===== src/rtl/rx_frame_ctrl_if.sv =====
// Receive-side bundle between the XGMII receive port, the frame controller
// and the rx field-extraction stage.
//   master : drives rxd64/rxc8, observes everything the controller produces
//   slave  : the frame controller (consumes rxd64/rxc8, drives the rest)
interface rx_frame_ctrl_if;
  logic [63:0] rxd64;       // XGMII data, lane 7 first on the wire
  logic [7:0]  rxc8;        // XGMII control flag per lane
  logic [63:0] rxd64_d1;    // rxd64 one cycle late
  logic [63:0] rxd64_d2;    // rxd64 two cycles late
  logic        start_da;    // rxd64_d1 holds post-SFD word 1
  logic        start_lt;    // rxd64_d1 holds post-SFD word 2
  logic        receiving;   // frame in progress
  logic        frame_done;  // one-cycle end-of-frame strobe
  logic [15:0] frame_len;   // DA..FCS byte count of last frame
  logic        too_short;   // last frame below minimum length
  logic        too_long;    // last frame above maximum length
  logic        code_err;    // last frame aborted on a control error

  modport master (
    output rxd64, rxc8,
    input  rxd64_d1, rxd64_d2, start_da, start_lt, receiving,
           frame_done, frame_len, too_short, too_long, code_err
  );

  modport slave (
    input  rxd64, rxc8,
    output rxd64_d1, rxd64_d2, start_da, start_lt, receiving,
           frame_done, frame_len, too_short, too_long, code_err
  );
endinterface


===== src/rtl/rx_frame_ctrl.sv =====
// Receive frame controller: finds start-of-frame on a 64-bit XGMII stream,
// tracks frame position, counts DA..FCS bytes and reports one status per
// frame. Also feeds the field stage its delayed data copies and strobes.
// Ports:
//   rxclk  : receive clock, rising edge
//   reset  : asynchronous, active-high
//   bus    : rx_frame_ctrl_if.slave (XGMII in, pipeline/strobes/status out)
module rx_frame_ctrl #(
  parameter int unsigned MAX_FRAME = 1518,
  parameter int unsigned MIN_FRAME = 64
) (
  input logic           rxclk,
  input logic           reset,
  rx_frame_ctrl_if.slave bus
);

  localparam int unsigned CNT_W = 16;
  localparam logic [CNT_W-1:0] MIN_LEN = CNT_W'(MIN_FRAME);
  localparam logic [CNT_W-1:0] MAX_LEN = CNT_W'(MAX_FRAME);

  typedef enum logic [2:0] {
    S_IDLE,
    S_DA,
    S_LT,
    S_DATA,
    S_DROP
  } state_e;

  state_e            state_q, state_d;
  logic [CNT_W-1:0]  cnt_q, cnt_d;
  logic [CNT_W:0]    cnt_sum;
  logic [63:0]       rxd64_d1_q, rxd64_d2_q;
  logic              start_da_q, start_lt_q, receiving_q, frame_done_q;
  logic [CNT_W-1:0]  frame_len_q;
  logic              too_short_q, too_long_q, code_err_q;

  logic              sof_c, term_found_c, ctrl_above_c;
  logic              clean_term_c, ctrl_err_c, drop_end_c;
  logic [2:0]        term_lane_c;
  logic [3:0]        tail_bytes_c;
  logic              cnt_clr_c, eof_c, abort_c;
  logic [3:0]        add_c;

  // Classify the input word: SOF, terminator lane and control errors.
  always_comb begin
    sof_c        = (bus.rxc8 == 8'h80) && (bus.rxd64[63:56] == 8'hFB) &&
                   (bus.rxd64[7:0] == 8'hAB);
    term_found_c = 1'b0;
    term_lane_c  = 3'd0;
    ctrl_above_c = 1'b0;
    // Scan in wire order; any control lane before the first FD is an error.
    for (int i = 7; i >= 0; i--) begin
      if (!term_found_c && bus.rxc8[i]) begin
        if (bus.rxd64[8*i +: 8] == 8'hFD) begin
          term_found_c = 1'b1;
          term_lane_c  = 3'(i);
        end else begin
          ctrl_above_c = 1'b1;
        end
      end
    end
    clean_term_c = term_found_c && !ctrl_above_c;
    ctrl_err_c   = term_found_c ? ctrl_above_c : (|bus.rxc8);
    // term_found_c is also "FD present in some control lane".
    drop_end_c   = term_found_c || (bus.rxc8 == 8'hFF);
    tail_bytes_c = 4'(3'd7 - term_lane_c);
  end

  // State register.
  always_ff @(posedge rxclk or posedge reset) begin
    if (reset) state_q <= S_IDLE;
    else       state_q <= state_d;
  end

  // Next-state logic.
  always_comb begin
    state_d = state_q;
    case (state_q)
      S_IDLE: if (sof_c) state_d = S_DA;
      S_DA: begin
        if      (clean_term_c) state_d = S_IDLE;
        else if (ctrl_err_c)   state_d = S_DROP;
        else                   state_d = S_LT;
      end
      S_LT: begin
        if      (clean_term_c) state_d = S_IDLE;
        else if (ctrl_err_c)   state_d = S_DROP;
        else                   state_d = S_DATA;
      end
      S_DATA: begin
        if      (clean_term_c) state_d = S_IDLE;
        else if (ctrl_err_c)   state_d = S_DROP;
      end
      S_DROP: if (drop_end_c) state_d = S_IDLE;
      default: state_d = S_IDLE;
    endcase
  end

  // Per-state counter and end-of-frame decisions.
  always_comb begin
    cnt_clr_c = 1'b0;
    add_c     = 4'd0;
    eof_c     = 1'b0;
    abort_c   = 1'b0;
    case (state_q)
      S_IDLE: cnt_clr_c = sof_c;
      S_DA, S_LT, S_DATA: begin
        if (clean_term_c) begin
          add_c = tail_bytes_c;
          eof_c = 1'b1;
        end else if (!ctrl_err_c) begin
          add_c = 4'd8;
        end
      end
      S_DROP: begin
        if (drop_end_c) begin
          eof_c   = 1'b1;
          abort_c = 1'b1;
        end
      end
      default: ;
    endcase
  end

  // Saturating byte counter; the final word's bytes are included in cnt_d.
  always_comb begin
    cnt_sum = (CNT_W+1)'(cnt_q) + (CNT_W+1)'(add_c);
    if (cnt_clr_c)       cnt_d = '0;
    else if (cnt_sum[CNT_W]) cnt_d = '1;
    else                 cnt_d = cnt_sum[CNT_W-1:0];
  end

  // Counter, data pipeline, strobes and held frame status.
  always_ff @(posedge rxclk or posedge reset) begin
    if (reset) begin
      cnt_q        <= '0;
      rxd64_d1_q   <= '0;
      rxd64_d2_q   <= '0;
      start_da_q   <= 1'b0;
      start_lt_q   <= 1'b0;
      receiving_q  <= 1'b0;
      frame_done_q <= 1'b0;
      frame_len_q  <= '0;
      too_short_q  <= 1'b0;
      too_long_q   <= 1'b0;
      code_err_q   <= 1'b0;
    end else begin
      cnt_q        <= cnt_d;
      rxd64_d1_q   <= bus.rxd64;
      rxd64_d2_q   <= rxd64_d1_q;
      start_da_q   <= (state_q == S_DA);
      start_lt_q   <= (state_q == S_LT);
      receiving_q  <= (state_d != S_IDLE);
      frame_done_q <= eof_c;
      if (eof_c) begin
        frame_len_q <= cnt_d;
        too_short_q <= (cnt_d < MIN_LEN);
        too_long_q  <= (cnt_d > MAX_LEN);
        code_err_q  <= abort_c;
      end
    end
  end

  assign bus.rxd64_d1   = rxd64_d1_q;
  assign bus.rxd64_d2   = rxd64_d2_q;
  assign bus.start_da   = start_da_q;
  assign bus.start_lt   = start_lt_q;
  assign bus.receiving  = receiving_q;
  assign bus.frame_done = frame_done_q;
  assign bus.frame_len  = frame_len_q;
  assign bus.too_short  = too_short_q;
  assign bus.too_long   = too_long_q;
  assign bus.code_err   = code_err_q;

endmodule

===== src/flat_wrapper.sv =====
// flat-port wrapper written by rule: the top's interface ports become plain ports
module rx_frame_ctrl_flat 
#(
  parameter int unsigned MAX_FRAME = 1518,
  parameter int unsigned MIN_FRAME = 64
)
  (rxclk, reset, bus_rxd64, bus_rxc8, bus_rxd64_d1, bus_rxd64_d2, bus_start_da, bus_start_lt, bus_receiving, bus_frame_done, bus_frame_len, bus_too_short, bus_too_long, bus_code_err);
  rx_frame_ctrl_if bus_i ();
  input logic rxclk;
  input logic reset;
  input wire logic [$bits(bus_i.rxd64)-1:0] bus_rxd64;
  input wire logic [$bits(bus_i.rxc8)-1:0] bus_rxc8;
  output wire logic [$bits(bus_i.rxd64_d1)-1:0] bus_rxd64_d1;
  output wire logic [$bits(bus_i.rxd64_d2)-1:0] bus_rxd64_d2;
  output wire logic [$bits(bus_i.start_da)-1:0] bus_start_da;
  output wire logic [$bits(bus_i.start_lt)-1:0] bus_start_lt;
  output wire logic [$bits(bus_i.receiving)-1:0] bus_receiving;
  output wire logic [$bits(bus_i.frame_done)-1:0] bus_frame_done;
  output wire logic [$bits(bus_i.frame_len)-1:0] bus_frame_len;
  output wire logic [$bits(bus_i.too_short)-1:0] bus_too_short;
  output wire logic [$bits(bus_i.too_long)-1:0] bus_too_long;
  output wire logic [$bits(bus_i.code_err)-1:0] bus_code_err;
  assign bus_i.rxd64 = bus_rxd64;
  assign bus_i.rxc8 = bus_rxc8;
  assign bus_rxd64_d1 = bus_i.rxd64_d1;
  assign bus_rxd64_d2 = bus_i.rxd64_d2;
  assign bus_start_da = bus_i.start_da;
  assign bus_start_lt = bus_i.start_lt;
  assign bus_receiving = bus_i.receiving;
  assign bus_frame_done = bus_i.frame_done;
  assign bus_frame_len = bus_i.frame_len;
  assign bus_too_short = bus_i.too_short;
  assign bus_too_long = bus_i.too_long;
  assign bus_code_err = bus_i.code_err;
  rx_frame_ctrl #(.MAX_FRAME(MAX_FRAME), .MIN_FRAME(MIN_FRAME)) u_core (.rxclk(rxclk), .reset(reset), .bus(bus_i));
endmodule

===== config.mk =====
export PLATFORM = sky130hd
export DESIGN_NAME = rx_frame_ctrl_flat
export DESIGN_NICKNAME = d
export VERILOG_FILES = /design/src/rtl/rx_frame_ctrl_if.sv /design/src/rtl/rx_frame_ctrl.sv /design/src/flat_wrapper.sv
export SDC_FILE = /design/constraint.sdc
export NUM_CORES = 1
export LEC_CHECK = 0
export ABC_CLOCK_PERIOD_IN_PS = 7500
export BUFFER_PORTS_ARGS = -buffer_cell sky130_fd_sc_hd__buf_2
export CORE_ASPECT_RATIO = 2
export CORE_MARGIN = 10
export CORE_UTILIZATION = 25
export CTS_CLUSTER_DIAMETER = 30
export DETAILED_ROUTE_END_ITERATION = 8
export SLEW_MARGIN = 5
export SYNTH_ARGS = -nofsm -noshare
export SYNTH_HDL_FRONTEND = slang
export SYNTH_SLANG_ARGS = --single-unit

===== constraint.sdc =====
create_clock -name rxclk -period 7.5 [get_ports rxclk]
set_input_delay 1.125 -clock rxclk [delete_from_list [all_inputs] [get_ports rxclk]]
set_output_delay 1.125 -clock rxclk [all_outputs]
set_load 0.1 [all_outputs]

# Word level (Yosys, flattened, before mapping)
# Cells that the tools add are included.
# op_classes
magnitude_cmp	2
reduce_logical	23
n_addsub	2
mux	68
eq_ne	16
# op_table
op	n
equality test 8 bit (second input constant)	12
2-to-1 mux 3 bit	24
2-to-1 mux 1 bit	37
2-to-1 mux 16 bit	2
adder 16 x 4 -> 17 bit	1
greater-than comparator 16 x 11 -> 1 bit (second input constant)	1
< comparator 16 x 7 -> 1 bit (second input constant)	1
case mux 3 bit (5 select lines)	1
2-to-1 mux 4 bit	3
logical AND 1 bit	10
logical NOT 1 bit	8
OR reduction 8 bit	1
equality test 3 x 2 -> 1 bit (second input constant)	2
subtractor 3 x 3 -> 4 bit (first input constant)	1
equality test 3 x 1 -> 1 bit (second input constant)	1
equality test 3 bit (second input constant)	1
logical NOT 3 bit	1
nonzero test 3 bit	1
OR reduction 3 bit	1
case mux 1 bit (2 select lines)	1
logical OR 1 bit	1
# totals
reg_bits	170
out_inout_bits	151
elab_cells	123
inputBits	74

# Logic depth before layout (Yosys ltp)
# Gate-level depths: netlist of the first run.
# logic_depth
ltp_word	32
mapped_depth	15
mapped_depth_nobuf	15

# Worst setup path after synthesis of the first run
# OpenSTA, ideal clock, no wires.
# synth_path
path_kind	input port to flip-flop
from	in bus_rxd64[45]
to	reg u_core.too_long_q, in the netlist u_core.bus.too_long
setup_slack_ps	3040
arrival_ps	4334
n_path_buf	0
t_required_ps	7374
stages	14
cell_sequence	nand4_1 > or4_4 > o21ai_0 > o2111ai_1 > a311o_1 > a311oi_1 > fa_1 > nand3_1 > a21oi_1 > and4_1 > nor3_1 > nor3_1 > o211ai_1 > mux2_2
# synth_between
elab_chain_cells	26
word_cells_on_any_way	62
cone_classes	add/sub: 2; order compare: 1; eq/ne: 1; mux: 45; reduce/logical: 13
# synth_lines
element	line_no	source
from (decl)	flat_wrapper.sv:11	input wire logic [$bits(bus_i.rxd64)-1:0] bus_rxd64;
equality test 8 bit *	rx_frame_ctrl.sv:54	if (bus.rxd64[8*i +: 8] == 8'hFD) begin
branches (longest 19 deep; another with 2-to-1 mux 1 bit)	-	
2-to-1 mux 4 bit *	rx_frame_ctrl.sv:108	if (clean_term_c) begin
2-to-1 mux 4 bit *	rx_frame_ctrl.sv:105	case (state_q)
adder 16 x 4 -> 17 bit *	rx_frame_ctrl.sv:127	cnt_sum = (CNT_W+1)'(cnt_q) + (CNT_W+1)'(add_c);
2-to-1 mux 16 bit *	rx_frame_ctrl.sv:129	else if (cnt_sum[CNT_W]) cnt_d = '1;
2-to-1 mux 16 bit *	rx_frame_ctrl.sv:128	if (cnt_clr_c) cnt_d = '0;
net u_core.cnt_d[12]	rx_frame_ctrl.sv:30	logic [CNT_W-1:0] cnt_q, cnt_d;
greater-than comparator 16 x 11 -> 1 bit *	rx_frame_ctrl.sv:158	too_long_q <= (cnt_d > MAX_LEN);
to (signal assigned)	rx_frame_ctrl.sv:158	
to (decl)	rx_frame_ctrl.sv:35	logic too_short_q, too_long_q, code_err_q;
# Mark *: on every way through the listed nets, which the timed path passes.
# A chain may end at the register's enable or synchronous reset.

# Final worst setup path of the first run
# layout_path
from	in bus_rxd64[28]
to	reg u_core.too_long_q, in the netlist u_core.bus.too_long
# layout_between
elab_chain_cells	20
word_cells_on_any_way	46
cone_classes	add/sub: 2; order compare: 1; eq/ne: 1; mux: 33; reduce/logical: 9
# layout_lines
element	line_no
equality test 8 bit *	rx_frame_ctrl.sv:54
branches (longest 13 deep; another with subtractor 3 x 3 -> 4 bit)	-
2-to-1 mux 4 bit *	rx_frame_ctrl.sv:108
2-to-1 mux 4 bit *	rx_frame_ctrl.sv:105
adder 16 x 4 -> 17 bit *	rx_frame_ctrl.sv:127
2-to-1 mux 16 bit *	rx_frame_ctrl.sv:129
2-to-1 mux 16 bit *	rx_frame_ctrl.sv:128
net u_core.cnt_d[12]	rx_frame_ctrl.sv:30
greater-than comparator 16 x 11 -> 1 bit *	rx_frame_ctrl.sv:158
# Marks and branches as above.

==> impl_results.md, run 1 <==
- CTS clock-pin slew for the worst setup and hold paths: ~0.07 ns
- Fin. Hold Viols: 0
- Number of enable flip-flop cells after synthesis: 0
- Commonest cells post-synth: dfrtp_1 (170), nand2_1 (17), nor2_1 (16), a21oi_1 (13), nand4_1 (13)
- Layout cells sized above 1: 0.450
- Hold_ws: 0.368 ns
- Grt met1 use: 0.107
- Post-synthesis cell area: around 0.0057 mm^2
- Cell Pwr Density: between 200 and 300 mW/mm^2
- Fmax: 208 MHz
- Die W: 126 um
- Synth Instances: 375
- Num CTS Buffers: 17
- Core ar.: about 0.022 mm^2
- P_leak: 3.90 nW
- Routed len/inst: 19.5 um
- Setup CP Type: input port to register
- Longest Clk Path Bufs: 2
- Detailed placement HPWL: 14.1 mm
- Syn nets: ~450
- GRT met3 Usage: 0.0442
- H-tree levels: 4
- Synthesized area per cell: around 15 um^2
- Min-delay worst type: register to register
- CP max-delay cell: nor4_1
- Seq/Total Area, Yosys: 0.751
- # rows: 77
- PortBufs: approximately 220
- Top cells by area, synth: dfrtp_1 (75%), mux2_4 (2.1%), mux2_2 (1.8%)
- Worst Skew: 0.00774 ns
- Buf/Inv on CP: 1
- Die height: ~230 um
- Status: completed
- Via count: 4,074
- Num ports: 225
- Final Max Slew Viols: 0
- Dpl ws: about 2.2 ns
- Slew HR: 0.472
- Worst hold path cell count: 0
- Post-layout net count: 693
- Yosys top cell area share: 0.751
- Global-route wire length before repair: 26.3 mm
- Worst-path cell chain: buf_2 > nand4_1 > nor4_1 > a211o_1 > o2111ai_1 > a311o_1 > a311oi_1 > fa_1 > nand3_1 > a21oi_1 > and4_1 > nor3_1 > nor3_1 > o211ai_1 > mux2_2
- Antenna-violating nets left: 0
- Total of fill cells in the finished design: ~2,200
- Maximum vdd drop: 0.000224 V
- Critical path arrival: 5.12 ns
- Top delay family on crit path: compound AO/OA/AOI/OAI gates
- Sum Neg Setup Slack: 0 ns
- #FFs+latches synth: 170
- Final worst-path cycle share: 0.640
- CP dominant cell by count: nor3_1
- Yosys warns: 0
- Finished Core Util: 0.346
- Initial Utilization: 0.255
- Initial drt markers: 160
- GRT busiest layer: met2
- Final Routed Wirelength: 17.6 mm
- Final GP Congestion: 0.909
- Cts repair resizes: 0
- Postcts setup bufs: 0
- Clk sinks: 170
- Final setup margin: roughly 2.7 ns
- Critical Path RT: 7.82 ns
- Worst setup EP type: register
- Gr usage total: 0.118
- Die area: 0.0294 mm^2
- Grt total ovfl: 0
- Largest net degree at the start of global routing: 65
- CP max FO: 5
- GR Util met2: 0.220
- Root Driver: clkbuf_16
- CP max stage delay: 0.59 ns
- RSZ-0062 raised after global routing: false
- Antenna diodes: 0
- Area Growth Syn to Fin: 35.9%
- Worst-skew pair later-pin latency: 0.43 ns
- Final setup vio count: 0
- Async SR Flop Fraction: 1.00
- Largest area contributor in the netlist: dfrtp_1
- DRC: 0
- Vias in the first global route: ~4,400
- Cts hold-fix bufs: 0
- Critical path depth in cells: 15
- DR vias/cell: 4.51
- Worst-margin pin slew: 0.793 ns
- # Max-Cap Violations: 0
- CP Launch Type: input port
- CTS tree: yes
- FF-to-FF path depth: 12
- Drt first pass iters: 4
- Antenna violations before repair: 1
- Most common cell in the netlist: dfrtp_1
- Crit path time final: just under 5 ns
- Primary FF master, synth: dfrtp_1
- Yosys cell types: 52
[cell usage in the layout, fill, tap and decap left out, types with 4 or more instances in the layout]
cell type    n
nand3_1      8
nand2_1     17
nor3_1       6
clkbuf_16   17
dfrtp_1    170
ha_1         4
nand4_1     13
nor2_1      16
clkinv_2     4
buf_2      224
and3_1       8
and4_1       5
inv_6        5
a31oi_1      9
xnor2_1      4
inv_1        9
a21oi_1     13
a211oi_1     4
mux2_2       9
nor4_1       6
or3_1        5
o21ai_0     11
mux2_4       8
[routing by layer]
metal,part of all wire,up-vias
met5,0.00097,-
met1,0.32,2011
met4,0.031,2
met2,0.57,177
met3,0.078,36
li1,-,1848
[where the power goes]
part | internal (mW) | total (mW) | switching (mW)
sequential | 0.955 | 0.973 | 0.0180
combinational | 0.0454 | 0.386 | 0.340
clock | 0.498 | 0.874 | 0.376
total | 1.50 | 2.23 | 0.734
[stage by stage]
step           total power [mW]  area, um^2  std cells
3_5_place_dp               1.38        7110        871
6_report                   2.23        7700        903
4_1_cts                    2.27        7700        903
2_1_floorplan              1.29        5660        375
5_1_grt                    2.32        7700        903
3_3_place_gp               1.38        7110        871
[sequential cells by signal, summed over array words and instances, names as in the netlist, 3 cells and up]
name and flops:
u_core.state_q 3, u_core.bus.rxd64_d1 64, u_core.bus.frame_len 16, u_core.cnt_q 16
u_core.bus.rxd64_d2 64
[worst paths after layout]
check | from | end | slack, ns
min | u_core.bus.rxd64_d1[44] | u_core.bus.rxd64_d2[44] | 0.37
max reg2reg | u_core.state_q[1] | u_core.bus.too_long | 4.10
max | bus_rxd64[28] | u_core.bus.too_long | 2.70
max in group asynchronous | reset | u_core.cnt_q[5] | 5.66
min in group asynchronous | reset | u_core.bus.rxd64_d2[37] | 0.69
min reg2reg | u_core.bus.rxd64_d1[44] | u_core.bus.rxd64_d2[44] | 0.37
[cells by family (layout without fill, tap and decap cells)]
family / count (synthesis) / count (layout) / synth area share
fa+ha+maj: 5 / 5 / 0.0124
compound gates: 58 / 58 / 0.0676
simple gates: 101 / 101 / 0.103
buf+inv: 17 / 269 / 0.0157
flops: 170 / 170 / 0.751
xor+xnor: 5 / 5 / 0.00773
mux: 19 / 19 / 0.0426
[cell type report]
class / count / area, um^2 / area share
flip-flops and latches: 170 / 4250 / 0.553
multi-input cells: 188 / 1320 / 0.172
repair buffers: 227 / 1140 / 0.149
clock buffers: 17 / 425 / 0.0553
well taps: 276 / 345 / 0.0449
clock inverters: 15 / 164 / 0.0213
inverters: 10 / 42.5 / 0.00553
Power figures use the tool's default switching activity.
==> run 2: changes to the inputs <==
--- a/config.mk
+++ b/config.mk
@@ -5,7 +5,7 @@
 export SDC_FILE = /design/constraint.sdc
 export NUM_CORES = 1
 export LEC_CHECK = 0
-export ABC_CLOCK_PERIOD_IN_PS = 7500
+export ABC_CLOCK_PERIOD_IN_PS = 5000
 export BUFFER_PORTS_ARGS = -buffer_cell sky130_fd_sc_hd__buf_2
 export CORE_ASPECT_RATIO = 2
 export CORE_MARGIN = 10
==> constraint.sdc (replaced) <==
create_clock -name rxclk -period 5 [get_ports rxclk]
set_input_delay 0.75 -clock rxclk [delete_from_list [all_inputs] [get_ports rxclk]]
set_output_delay 0.75 -clock rxclk [all_outputs]
set_load 0.1 [all_outputs]
==> run 2 against run 1 <==
Net effect:
- total power increased by 49%
- clock skew decreased by 0.00090 ns
- utilization increased by 0.15 points
- critical path depth increased by 1
- via count decreased by 1.5%
- global-route usage about the same
- count of clock-buffer cells in the layout increased by 3
- first-iteration DRC count decreased by 24%
- routed wire length about the same
- die area unchanged
- worst setup slack got worse by 2.0 ns
- critical path type unchanged
- critical endpoint unchanged
- largest cell class unchanged
==> impl_results.md, run 2 (synthesis results as in run 1) <==
- Area Growth Syn to Fin: 36.4%
- Total power draw: 3.32 mW (+49%)
- CTS clock-pin slew for the worst setup and hold paths: 0.07 ns (about the same)
- Dpl ws: 0.223 ns (-1.98 ns)
- Antenna diodes: 0 (unchanged)
- Cell Pwr Density: 429 mW/mm^2 (+48%)
- H-tree levels: 4 (unchanged)
- Global-route wire length before repair: 26.2 mm (-0.32%)
- CP Launch Type: input port
- Layout cells sized above 1: 0.453 (+0.00349)
- Postcts setup bufs: 0 (unchanged)
- Status: completed
- Buf/Inv on CP: 2 (+1)
- Gr usage total: 0.118 (+0.000378)
- Final GP Congestion: 0.816 (-10%)
- DR vias/cell: 4.43 (-1.9%)
- Slew HR: 0.397 (-0.0748)
- Detailed placement HPWL: 13.9 mm (-1.3%)
- CP max-delay cell: or4_4
- CTS tree: yes
- Maximum vdd drop: 0.000277 V (+24%)
- Most common cell after layout, fill and taps aside: buf_2
- Final setup margin: 0.729 ns (-1.97 ns)
- Initial drt markers: 121 (-24%)
- Grt met1 use: 0.108 (+0.00111)
- Worst setup EP type: register
- Final Routed Wirelength: 17.6 mm (about the same)
- GR Util met2: 0.221 (+0.000486)
- Die W: 126 um (unchanged)
- Num ports: 225 (unchanged)
- Min-delay worst type: register to register
- Core ar.: 0.0223 mm^2 (unchanged)
- Die area: 0.0294 mm^2 (unchanged)
- Sum Neg Setup Slack: 0 ns (unchanged)
- Setup CP Type: input port to register
- Crit path time final: 4.27 ns
- Post-Place Cell Area: 0.00715 mm^2 (+0.58%)
- Worst-skew pair later-pin latency: 0.44 ns (about the same)
- Cts hold-fix bufs: 0 (unchanged)
- CP max stage delay: 0.55 ns (-0.04 ns)
- DRC: 0 (unchanged)
- CP max FO: 5 (unchanged)
- Longest Clk Path Bufs: 2 (unchanged)
- Critical path arrival: 4.60 ns (-0.52 ns)
- P_leak: 3.90 nW (about the same)
- Grt total ovfl: 0 (unchanged)
- GRT met3 Usage: 0.0476 (+0.00342)
- Antenna violations before repair: 1 (unchanged)
- Vias in the first global route: 4,425 (+1.6%)
- Root Driver: clkbuf_16
- GRT busiest layer: met2
- Worst Skew: 0.00684 ns (-0.000903 ns)
- Routed len/inst: 19.4 um (-0.51%)
- Most frequent cells in the layout: buf_2 (224), dfrtp_1 (170), nand2_1 (17), clkbuf_16 (17), nor2_1 (16)
- Largest net degree at the start of global routing: 171 (+160%)
- Total of fill cells in the finished design: 2,162 (-2.0%)
- Top delay family on crit path: compound AO/OA/AOI/OAI gates
- Fmax: 234 MHz
- PortBufs: 224 (unchanged)
- Worst-path cell chain: buf_2 > nand4_1 > or4_4 > o21ai_0 > o2111ai_1 > a311o_1 > a311oi_1 > buf_4 > fa_1 > nand3_1 > a21oi_1 > and4_1 > nor3_1 > nor3_1 > o211ai_1 > mux2_2
- # Max-Cap Violations: 0 (unchanged)
- Final instance area: 0.00773 mm^2 (+0.42%)
- # rows: 77 (unchanged)
- Initial Utilization: 0.255 (unchanged)
- Post-layout net count: 697 (+0.58%)
- Die height: 233 um (unchanged)
- Drt first pass iters: 4 (unchanged)
- Critical Path RT: 5.33 ns (-2.49 ns)
- Clk sinks: 170 (unchanged)
- Final Max Slew Viols: 0 (unchanged)
- RSZ-0062 raised after global routing: false
- Fin. Hold Viols: 0 (unchanged)
- CP dominant cell by count: nor3_1
- Num CTS Buffers: 17 (unchanged)
- Worst-margin pin slew: 0.905 ns (+0.112 ns)
- Antenna-violating nets left: 0 (unchanged)
- Final worst-path cycle share: 0.854
- Final setup vio count: 0 (unchanged)
- Via count: 4,014 (-1.5%)
- Hold_ws: 0.367 ns (-0.000792 ns)
- Cts repair resizes: 0 (unchanged)
run 2: path summary, 6_finish.rpt:
check                                         from                 endpoint  slack (ns)  cells past startpoint
max reg2reg                      u_core.state_q[1]      u_core.bus.too_long        1.70                     12
max                                  bus_rxd64[45]      u_core.bus.too_long        0.73                     16
min reg2reg                u_core.bus.rxd64_d1[40]  u_core.bus.rxd64_d2[40]        0.37                      0
max in group asynchronous                    reset   u_core.bus.rxd64_d2[4]        3.76                      3
min in group asynchronous                    reset  u_core.bus.rxd64_d2[50]        0.55                      3
min                        u_core.bus.rxd64_d1[40]  u_core.bus.rxd64_d2[40]        0.37                      0
run 2: cell type report:
| cell class | count | area (um^2) | area share |
|---|---|---|---|
| Timing Repair Buffer | 231 | 1190 | 0.153 |
| Sequential cell | 170 | 4250 | 0.550 |
| Clock buffer | 20 | 467 | 0.0604 |
| Inverter | 10 | 41.3 | 0.00534 |
| Multi-Input combinational cell | 188 | 1320 | 0.171 |
| Tap cell | 276 | 345 | 0.0447 |
| Clock inverter | 12 | 114 | 0.0147 |
run 2: metal layers:
metal  part of all wire  up-vias
met5            0.00046        -
met4              0.019        2
met3              0.080       19
met2               0.57      159
met1               0.33     1993
li1                   -     1841
run 2: power breakdown:
| part | switching, mW | total [mW] | internal (mW) |
|---|---|---|---|
| logic | 0.509 | 0.577 | 0.0687 |
| registers | 0.0266 | 1.46 | 1.43 |
| clock network | 0.552 | 1.28 | 0.729 |
| total | 1.09 | 3.32 | 2.23 |
run 2: per-stage QoR:
| step | instances | util |
|---|---|---|
| CTS | 907 | 0.347 |
| floorplan | 375 | - |
| global placement | 875 | 0.321 |
| detailed placement | 875 | 0.321 |
| finish | 907 | 0.347 |
| global route | 907 | 0.347 |
==> run 3: changes to the inputs <==
--- a/config.mk
+++ b/config.mk
@@ -7,11 +7,14 @@
 export LEC_CHECK = 0
 export ABC_CLOCK_PERIOD_IN_PS = 5000
 export BUFFER_PORTS_ARGS = -buffer_cell sky130_fd_sc_hd__buf_2
+export CELL_PAD_IN_SITES_DETAIL_PLACEMENT = 1
+export CELL_PAD_IN_SITES_GLOBAL_PLACEMENT = 1
 export CORE_ASPECT_RATIO = 2
 export CORE_MARGIN = 10
 export CORE_UTILIZATION = 25
 export CTS_CLUSTER_DIAMETER = 30
 export DETAILED_ROUTE_END_ITERATION = 8
+export PLACE_DENSITY_LB_ADDON = 0.1
 export SLEW_MARGIN = 5
 export SYNTH_ARGS = -nofsm -noshare
 export SYNTH_HDL_FRONTEND = slang
==> run 3 against run 2 <==
Net effect:
- sequential share of layout area increased by 0.51 points
- clock skew increased by 0.0036 ns
- global-route usage increased by 1.4 points
- die area unchanged
- critical path depth decreased by 1
- cell count decreased by 0.55%
- worst setup slack got worse by 0.042 ns
- utilization decreased by 0.32 points
- largest power group unchanged
==> impl_results.md, run 3 (synthesis results as in run 1) <==
- P_leak: 3.88 nW (-0.53%)
- Post-layout net count: 696 (-0.14%)
- Largest net degree at the start of global routing: 171 (unchanged)
- Worst setup EP type: register
- Most frequent cells in the layout: buf_2 (224), dfrtp_1 (170), nand2_1 (17), clkbuf_16 (17), nor2_1 (16)
- Total of fill cells in the finished design: 2,448 (+13%)
- Longest Clk Path Bufs: 2 (unchanged)
- CTS tree: yes
- Multi-input logic area: 0.00132 mm^2 (unchanged)
- Critical path arrival: 4.64 ns (+0.04 ns)
- Antenna diodes: 0 (unchanged)
- Critical Path RT: 5.32 ns (about the same)
- CTS clock-pin slew for the worst setup and hold paths: 0.07 ns (about the same)
- # rows: 77 (unchanged)
- Final Routed Wirelength: 19.4 mm (+10%)
- Drt first pass iters: 4 (unchanged)
- Worst-path cell chain: buf_2 > nand4b_1 > or2_2 > o41ai_1 > o21bai_1 > a311o_1 > a311oi_1 > ha_1 > a21o_1 > a31o_2 > a31oi_1 > a311oi_1 > nor3_1 > o211ai_1 > mux2_2
- Die height: 233 um (unchanged)
- DP Cell Count: 874 (-0.11%)
- Grt total ovfl: 0 (unchanged)
- CP dominant cell by count: a311oi_1
- Buf/Inv on CP: 1 (-1)
- Final setup vio count: 0 (unchanged)
- H-tree levels: 4 (unchanged)
- Crit path time final: 4.31 ns (+0.0416 ns)
- DRC: 0 (unchanged)
- CP max FO: 5 (unchanged)
- Layout Cells excl Fill: 902 (-0.55%)
- Detailed placement HPWL: 15.6 mm (+12%)
- Fmax: 232 MHz (-0.96%)
- Root Driver: clkbuf_16
- Setup CP Type: input port to register
- Clk sinks: 170 (unchanged)
- Dpl ws: 0.0593 ns (-0.163 ns)
- Cell Pwr Density: 421 mW/mm^2 (-2.0%)
- Num ports: 225 (unchanged)
- Most common cell after layout, fill and taps aside: buf_2
- Gr usage total: 0.132 (+0.0136)
- Total power draw: 3.22 mW (-2.9%)
- Vias in the first global route: 4,716 (+6.6%)
- Cts repair resizes: 0 (unchanged)
- Global-route wire length before repair: 29.1 mm (+11%)
- Area Growth Syn to Fin: 35.2%
- CP max-delay cell: a311oi_1
- Die W: 126 um (unchanged)
- Core ar.: 0.0223 mm^2 (unchanged)
- Top delay family on crit path: compound AO/OA/AOI/OAI gates
- RSZ-0062 raised after global routing: false
- Final GP Congestion: 0.778 (-4.6%)
- # Max-Cap Violations: 0 (unchanged)
- Worst Skew: 0.0104 ns (+0.00359 ns)
- Die area: 0.0294 mm^2 (unchanged)
- Worst-margin pin slew: 0.941 ns (+0.0359 ns)
- Initial Utilization: 0.255 (unchanged)
- Routed len/inst: 21.5 um (+11%)
- Worst-skew pair later-pin latency: 0.43 ns (about the same)
- Via count: 4,071 (+1.4%)
- Num CTS Buffers: 17 (unchanged)
- Slew HR: 0.373 (-0.0239)
- Final Max Slew Viols: 0 (unchanged)
- Sequential Area: 0.00425 mm^2 (unchanged)
- Status: completed
- Fin. Hold Viols: 0 (unchanged)
- CP Launch Type: input port
- Initial drt markers: 240 (+98%)
- Antenna-violating nets left: 0 (unchanged)
- Cts hold-fix bufs: 0 (unchanged)
- Sum Neg Setup Slack: 0 ns (unchanged)
- Min-delay worst type: register to register
- Final setup margin: 0.687 ns (-0.0416 ns)
- Hold_ws: 0.366 ns (-0.00165 ns)
- Layout cells sized above 1: 0.447 (-0.00596)
- PortBufs: 224 (unchanged)
- Final worst-path cycle share: 0.863 (+0.00832)
- CP max stage delay: 0.43 ns (-0.12 ns)
- Postcts setup bufs: 0 (unchanged)
- DR vias/cell: 4.51 (+2.0%)
- Maximum vdd drop: 0.000185 V (-33%)
- Antenna violations before repair: 0 (-1)
-- run 3: metal layers --
metal / vias up / part of all wire / global-route usage
met5: - / 0 / 0
met4: 0 / 0.035 / 0.0690
met3: 32 / 0.067 / 0.0458
met2: 133 / 0.61 / 0.262
met1: 2068 / 0.29 / 0.107
li1: 1838 / - / -
-- run 3: worst reg2reg max path, stage by stage (launching register included) --
cell      delay, ns
dfrtp_1        0.39
nor2_1         0.09
a311o_1        0.37
a311oi_1       0.43
ha_1           0.32
a21o_1         0.21
a31o_2         0.30
a31oi_1        0.18
a311oi_1       0.12
nor3_1         0.42
o211ai_1       0.15
mux2_2         0.28
-- run 3: final timing paths --
kind	endpoint	cells past startpoint	start	slack, ns
worst max-delay path	u_core.bus.too_long	15	bus_rxd64[33]	0.69
worst min-delay path	u_core.bus.rxd64_d2[55]	0	u_core.bus.rxd64_d1[55]	0.37
worst max register to register	u_core.bus.too_long	11	u_core.state_q[1]	1.65
worst min register to register	u_core.bus.rxd64_d2[55]	0	u_core.bus.rxd64_d1[55]	0.37
max in group asynchronous	u_core.bus.rxd64_d1[60]	3	reset	3.72
min in group asynchronous	u_core.bus.rxd64_d2[33]	3	reset	0.56
-- run 3: power breakdown --
part	total (mW)	switching (mW)	leakage (nW)	internal, mW
registers	1.46	0.0260	2.06	1.43
clock network	1.18	0.519	0.261	0.662
logic	0.580	0.512	1.55	0.0688
-- run 3: final cells by class --
class	instances	area share
Timing Repair Buffer	230	0.154
Clock buffer	21	0.0614
Multi-Input combinational cell	188	0.173
Tap cell	276	0.0451
Clock inverter	7	0.00605
Inverter	10	0.00539
Sequential cell	170	0.556
-- run 3: stage by stage --
stage / util / cell area [um^2]
after global placement: 0.321 / 7140
final: 0.344 / 7660
after floorplan: - / 5670
after global routing: 0.344 / 7660
after detailed placement: 0.321 / 7140
after CTS: 0.344 / 7660
